`config.mk`:
```
export PLATFORM = sky130hd
export DESIGN_NAME = acc_core
export DESIGN_NICKNAME = d
export VERILOG_FILES = /design/src/rtl/acc_core.sv
export SDC_FILE = /design/constraint.sdc
export NUM_CORES = 1
export LEC_CHECK = 0
export CORE_MARGIN = 5
export CORE_UTILIZATION = 55
export CTS_BUF_LIST = sky130_fd_sc_hd__clkbuf_2
export DETAILED_ROUTE_END_ITERATION = 8
export GPL_ROUTABILITY_DRIVEN = 0
export PLACE_DENSITY_LB_ADDON = 0.2
export REMOVE_ABC_BUFFERS = 1
export SETUP_SLACK_MARGIN = 0.15
export SLEW_MARGIN = 20
export SYNTH_ARGS = -nofsm -noshare
export SYNTH_HDL_FRONTEND = slang
export SYNTH_SLANG_ARGS = --single-unit
export TNS_END_PERCENT = 50
```
`constraint.sdc`:
```
create_clock -name clk -period 3.6 [get_ports clk]
set_input_delay 0.72 -clock clk [delete_from_list [all_inputs] [get_ports clk]]
set_output_delay 0.72 -clock clk [all_outputs]
set_load 0.03 [all_outputs]
```
`src/rtl/acc_core.sv`:
```
// acc_core: ACC-family CPU core with a fetch/execute FSM, G/S/A registers,
// a synchronous external memory port and a sticky overflow flag.
// Instruction set: TCF, CA, CS, AD, TS; every other opcode is a NOP.
// Build option: define ACC_ONESCOMP_EN to make AD a ones' complement add
// with end-around carry. Leave it undefined for a two's complement add.
module acc_core #(
  parameter int          AW        = 12,
  parameter int          WW        = 15,
  parameter logic [AW-1:0] BOOT_ADDR = 'h800,
  parameter logic [WW-1:0] A_INIT    = 'h0055
) (
  input  logic          clk,
  input  logic          rstn,
  input  logic          step,
  output logic [AW-1:0] mem_addr,
  output logic          mem_rd,
  input  logic [WW:0]   mem_rdata,
  output logic          mem_wr,
  output logic [WW:0]   mem_wdata,
  output logic [WW-1:0] a_reg,
  output logic [AW-1:0] pc,
  output logic          ovf,
  output logic          idle,
  output logic          done
);

  typedef enum logic [2:0] {
    ST_WAIT      = 3'd0,
    ST_FETCH     = 3'd1,
    ST_READ_INST = 3'd2,
    ST_EXEC0     = 3'd3,
    ST_EXEC1     = 3'd4
  } state_t;

  localparam logic [2:0] OP_TCF = 3'b001;
  localparam logic [2:0] OP_CA  = 3'b011;
  localparam logic [2:0] OP_CS  = 3'b100;
  localparam logic [2:0] OP_TS  = 3'b101;
  localparam logic [2:0] OP_AD  = 3'b110;

  state_t        state_reg, state_next;
  logic [AW-1:0] s_reg, s_next;
  logic [WW-1:0] g_reg, g_next;
  logic [WW-1:0] acc_reg, acc_next;
  logic          ovf_reg, ovf_next;
  logic          done_reg, done_next;
  logic          rd_raw, wr_raw;

  // Instruction fields: opcode in the top three bits, address in the low AW.
  logic [2:0]    opcode;
  logic [AW-1:0] dir;
  logic [WW-1:0] operand;
  assign opcode  = g_reg[WW-1:WW-3];
  assign dir     = g_reg[AW-1:0];
  assign operand = mem_rdata[WW-1:0];

  // The parity bit carries no meaning for the core.
  logic unused_parity;
  assign unused_parity = mem_rdata[WW];

  // AD adder: full-width sum with the carry kept so the ones' complement
  // build can fold it back in. The folded add can never carry again.
  logic [WW:0]   sum_full;
  logic [WW-1:0] add_result;
  logic          add_ovf;
  assign sum_full = {1'b0, acc_reg} + {1'b0, operand};
`ifdef ACC_ONESCOMP_EN
  assign add_result = sum_full[WW-1:0] + {{(WW-1){1'b0}}, sum_full[WW]};
`else
  assign add_result = sum_full[WW-1:0];
`endif
  // Overflow: like-signed operands producing a result of the other sign.
  assign add_ovf = (acc_reg[WW-1] == operand[WW-1]) &&
                   (add_result[WW-1] != acc_reg[WW-1]);

  // State and datapath registers; reset restores the boot context.
  always_ff @(posedge clk) begin
    if (!rstn) begin
      state_reg <= ST_WAIT;
      s_reg     <= BOOT_ADDR;
      g_reg     <= '0;
      acc_reg   <= A_INIT;
      ovf_reg   <= 1'b0;
      done_reg  <= 1'b0;
    end else begin
      state_reg <= state_next;
      s_reg     <= s_next;
      g_reg     <= g_next;
      acc_reg   <= acc_next;
      ovf_reg   <= ovf_next;
      done_reg  <= done_next;
    end
  end

  // Next-state, datapath updates and memory strobes for each FSM state.
  always_comb begin
    state_next = state_reg;
    s_next     = s_reg;
    g_next     = g_reg;
    acc_next   = acc_reg;
    ovf_next   = ovf_reg;
    mem_addr   = s_reg;
    rd_raw     = 1'b0;
    wr_raw     = 1'b0;
    unique case (state_reg)
      ST_WAIT: begin
        if (step) state_next = ST_FETCH;
      end
      ST_FETCH: begin
        mem_addr   = s_reg;
        rd_raw     = 1'b1;
        state_next = ST_READ_INST;
      end
      ST_READ_INST: begin
        g_next     = mem_rdata[WW-1:0];
        s_next     = s_reg + 1'b1;
        state_next = ST_EXEC0;
      end
      ST_EXEC0: begin
        state_next = ST_WAIT;
        case (opcode)
          OP_TCF: s_next = dir;
          OP_CA, OP_CS, OP_AD: begin
            mem_addr   = dir;
            rd_raw     = 1'b1;
            state_next = ST_EXEC1;
          end
          OP_TS: begin
            mem_addr = dir;
            wr_raw   = 1'b1;
          end
          default: ;
        endcase
      end
      ST_EXEC1: begin
        state_next = ST_WAIT;
        case (opcode)
          OP_CA: acc_next = operand;
          OP_CS: acc_next = ~operand;
          OP_AD: begin
            acc_next = add_result;
            ovf_next = ovf_reg | add_ovf;
          end
          default: ;
        endcase
      end
      default: state_next = ST_WAIT;
    endcase
  end

  // done fires in the first WAIT cycle after any instruction finishes.
  always_comb begin
    done_next = (state_reg != ST_WAIT) && (state_next == ST_WAIT);
  end

  // Strobes are gated by reset so an aborted instruction never writes.
  assign mem_rd    = rd_raw & rstn;
  assign mem_wr    = wr_raw & rstn;
  assign mem_wdata = {1'b0, acc_reg};
  assign a_reg     = acc_reg;
  assign pc        = s_reg;
  assign ovf       = ovf_reg;
  assign idle      = (state_reg == ST_WAIT);
  assign done      = done_reg;

endmodule

```
======== Word level (Yosys, flattened, before mapping) ========
Cells that the tools add are included.
Widths: inputs -> output; s select.
storage, ports and cells
  flip-flop bits (word level) ............. 47
  input bits .............................. 19
  output and inout port bits .............. 60
  logic and storage cells ................. 48
cells by class
  $add $sub $neg .......................... 2
  equal/unequal tests ..................... 12
  muxes and demuxes ....................... 12
  bitwise logic cells ..................... 4
  reductions and logical operators ........ 12
operator list
  kind                   count
  $pmux 15 s3            1
  $mux 12                3
  $pmux 12 s2            1
  $add 15x15->15         1
  $not 15->15            1
  $add 12x1->12 const B  1
  $eq 3x3->1 const B     4
  $pmux 3 s4             1
  $eq 3x2->1 const B     3
  $eq 3x1->1 const B     2
  $logic_not 3->1        2
  $mux 3                 2
  $reduce_and 2->1       3
  $reduce_bool 3->1      2
  $reduce_or 4->1        1
  $mux 1                 3
  $reduce_or 3->1        1
  $and 1x1->1            2
  $logic_and 1x1->1      2
  $ne 2x1->1 const B     1
  $pmux 1 s2             1
  $reduce_bool 2->1      1
  $eq 1x1->1             1
  $ne 1x1->1             1
  $or 1x1->1             1

======== Depth between registers and ports, before layout ========
  depth after elaboration ................. 6
  gate-level depth with buffers ........... 10
  depth with buffers taken out ............ 10

======== Least setup slack after synthesis ========
OpenSTA, ideal clock, no wires.
  path type ............................... reg-to-output
  start point ............................. register state_reg[0]
  end point ............................... output mem_wr
  arrival ................................. 2158 ps
  data required time ...................... 2880 ps
  slack ................................... 722 ps
  stages on the path, launching flop included .. 7
  path buffers ............................ 2
  path through ............................ dfxtp_1 -> buf_4 -> inv_2 -> nor3b_4 -> buf_2 -> nand2_1 -> nor4bb_1
between the ends
  word-level cells in the longest chain between the ends .. 3
ends and longest elaborated chain
  element                 line  text
  start, declared         41    state_t state_reg, state_next;
  start signal, assigned  86    state_reg <= state_next;
  $eq 3x2->1              105   unique case (state_reg)
  $mux 1                  105
  $and 1x1->1             158   assign mem_wr = wr_raw & rstn;
  end, declared           18    output logic mem_wr,
Every way passes these cells.

======== Final worst setup path ========
  start point ............................. register g_reg[12]
  end point ............................... output mem_addr[2]
between the ends
  word-level cells in the longest chain between the ends .. 4
  elaborated cells on any way between the ends .. 7
  those cells by class .................... eq/ne (4); mux (2); reduce/logical (1)
ends and longest elaborated chain
  element                                   line  text
  start, declared                           43    logic [WW-1:0] g_reg, g_next;
  start signal, assigned                    88    g_reg <= g_next;
  $eq 3x3->1 or $eq 3x2->1 (tied branches)  121   case (opcode)
  $reduce_or 4->1 (no line) (*)             --
  $mux 12 (*)                               121
  $mux 12 (*)                               105
  end, declared                             15    output logic [AW-1:0] mem_addr,
Every way passes the cells marked *; elsewhere a longest branch is shown, timed or not.

==> impl_metrics.ini <==
[place]
placed_area_mm2 = 0.00396
dp_cells = 543
portBuffers = 76
hpwl_um = 6190

[sta]
fmax_ghz = 0.311
final-setup-viol-count = 0
tightest_slew_ns = 0.765
fin_skew_ns = 0.0170
finalCritPeriodShare = 0.893
drv_slew = 0
setup_tns_ns = 0
fin_crit_ns = 3.22
hold_viol = 0
rsz0062_at_grt = false
whs_ns = 0.507
slew_headroom = 0.486

[floorplanning]
die_y_um = 87.4
ios = 79
start_util = 0.560
rows = 28
chipWidth_um = 87.4
die_area_mm2 = 0.00764
core_area_mm2 = 0.00589

[cts]
clock_sinks = 47
cts_tree = yes
worstSkewPairLatency_ns = 0.43
cts_made_buffers = 5
cts.path.max_buffers = 2
cts.htree.levels = 2
cts-root-buf = clkbuf_2
clk_transition_reported_paths_ns = 0.23

[detailed_routing]
ant_nets = 0
routedWlPerCell_um = 15.2
routed-via-count = 3201
drc = 0
dr.first_iter.drc_count = 185
drt-total-wl_um = 8410
vias_per_cell = 5.80
dr.pass1.iters = 5

[cells_and_area]
final_cell_area_mm2 = 0.00408
final_common_cell = clkdlybuf4s50_1
drive_above_1_share = 0.0839
instances_no_fill = 552
n_antenna_cell = 0
nets = 511
fin_util = 0.693
area_growth_syn_to_layout_pct = 23.9
layout_common_cells = clkdlybuf4s50_1, nand2_1, dfxtp_1, nor2_1, a21oi_1

[worst_setup_path]
worstSetupEndpointType = output port
rrSetupSlack_ns = 1.12
crit_arrival_ns = 2.50
startpoint_type = register
worst-setup-path-type = register to output port
worst-path-max-fanout = 12
critPathRequiredTime_ns = 2.88

[power_and_ir_drop]
p_int_mw = 0.815
p_leak_nw = 1.55
power_frac_comb = 0.186
vdd_drop_max_mv = 0.234
clkPwrFrac = 0.324
seqPwrFrac = 0.490
p_sw_mw = 0.321
swShare = 0.282
powerDensity_mw_per_mm2 = 278

[synth]
ys_top_cells_by_area = dfxtp_1, nand2_1, ha_1
synth_flop_cell = dfxtp_1
yosysTopAreaCell = dfxtp_1
synth_edf_count = 0
synth_cells = 425
ys_types = 63
ys_async_sr_fraction = 0
syn-cell-area_mm2 = 0.00329
syn_area_per_cell_um2 = 7.75
synth_top_cell_area_share = 0.286
yosysWarnings = 0
yosysSeqAreaShare = 0.286
synth_seq_cells = 47

[grt]
grt-ovfl-total = 0
grtUsageTotal = 0.228
grt_start_max_net_pins = 39
grt_pass1_vias = 3016
antenna_found_initial = 0
grt_pass1_wl_um = 14200

[flow_run]
maxCapViolCount = 0

[status]
status = finished clean

[worst_hold_path]
hp-class = register to register
==> kinds of logic (layout without fill, tap and decap cells) <==
family,count (synthesis),in the layout,share of synthesized area
flip-flops,47,47,0.286
buffers and inverters,48,100,0.0783
multiplexers,18,18,0.0612
AO/OA/AOI/OAI,123,123,0.247
other,1,1,0.00114
XOR/XNOR,9,9,0.0239
AND/OR/NAND/NOR,163,163,0.240
adder cells (fa/ha/maj),16,16,0.0631
==> layer usage <==
metal / global-route usage / routed length (um) / up-vias
li1: - / - / 1600
met1: 0.311 / 3720 / 1494
met2: 0.375 / 4080 / 99
met3: 0.0331 / 511 / 8
met4: 0.0600 / 101 / 0
met5: 0 / 0 / -
==> synth_stat cells (2+ instances only) <==
| cell | instances |
|---|---|
| buf_2 | 8 |
| a21oi_2 | 2 |
| dfxtp_1 | 47 |
| nand2b_1 | 7 |
| o221ai_1 | 5 |
| a21o_1 | 3 |
| a211oi_1 | 3 |
| mux2_1 | 3 |
| o221a_2 | 3 |
| nor3b_1 | 3 |
| nand3_1 | 11 |
| a21boi_0 | 15 |
| o21a_1 | 2 |
| or3_1 | 2 |
| o21ai_1 | 10 |
| a31oi_1 | 7 |
| and3_1 | 6 |
| clkbuf_1 | 12 |
| and2_1 | 12 |
| xor2_1 | 4 |
| inv_1 | 8 |
| nand2_1 | 62 |
| o211ai_1 | 8 |
| nor2b_1 | 4 |
| o21bai_1 | 4 |
| mux2i_1 | 4 |
| o21ai_0 | 14 |
| o22ai_1 | 2 |
| ha_1 | 15 |
| buf_4 | 18 |
| nor3_1 | 9 |
| nand4_1 | 2 |
| nand3b_1 | 3 |
| mux2_2 | 10 |
| xnor2_1 | 5 |
| nor2_1 | 33 |
| a21oi_1 | 33 |
==> power groups by stage <==
| stage | sequential [mW] | clock, mW | combinational (mW) |
|---|---|---|---|
| 5_1_grt | 0.561 | 0.402 | 0.233 |
| 3_3_place_gp | 0.566 | 0 | 0.204 |
| 3_5_place_dp | 0.567 | 0 | 0.209 |
| 4_1_cts | 0.557 | 0.376 | 0.211 |
| 6_report | 0.557 | 0.368 | 0.211 |
| 2_1_floorplan | 0.569 | 0 | 0.123 |
==> worst max-delay path: stages (launching register included) <==
cell	delay [ns]
dfxtp_1	0.50
nand2_1	0.11
and2_1	0.20
o21ai_4	0.17
buf_12	0.15
mux2_1	0.34
clkdlybuf4s50_1	0.60
==> cell type report <==
class,instances,area [um^2]
well taps,75,93.8
clock inverters,2,60.1
flip-flops and latches,47,941
inverters,9,33.8
multi-input cells,330,2100
clock buffers,6,30.0
fillers,504,1800
repair buffers,83,821
==> worst paths after layout <==
kind / to / from / cells after the start
min: g_reg[3]$_SDFFE_PN0P_ / g_reg[3]$_SDFFE_PN0P_ / 2
min reg2reg: g_reg[3]$_SDFFE_PN0P_ / g_reg[3]$_SDFFE_PN0P_ / 2
max reg2reg: a_reg[12]$_SDFFE_PN0P_ / a_reg[0]$_SDFFE_PN1P_ / 10
max: mem_addr[2] / g_reg[12]$_SDFFE_PN0P_ / 6
==> through the flow <==
stage / setup slack [ns] / power [mW]
2_1_floorplan: 0.707 / 0.691
6_report: 0.384 / 1.14
3_3_place_gp: 0.389 / 0.770
3_5_place_dp: 0.319 / 0.776
5_1_grt: 0.265 / 1.20
4_1_cts: 0.228 / 1.14
==> what timing repair did <==
action,4_1_cts,5_1_grt
endpoints found under the setup margin,12,8
gates resized for setup,1,0
buffers inserted,0,1
hold buffers,0,0
pin swaps,0,1
No activity file was read; power rests on OpenSTA's default activity.
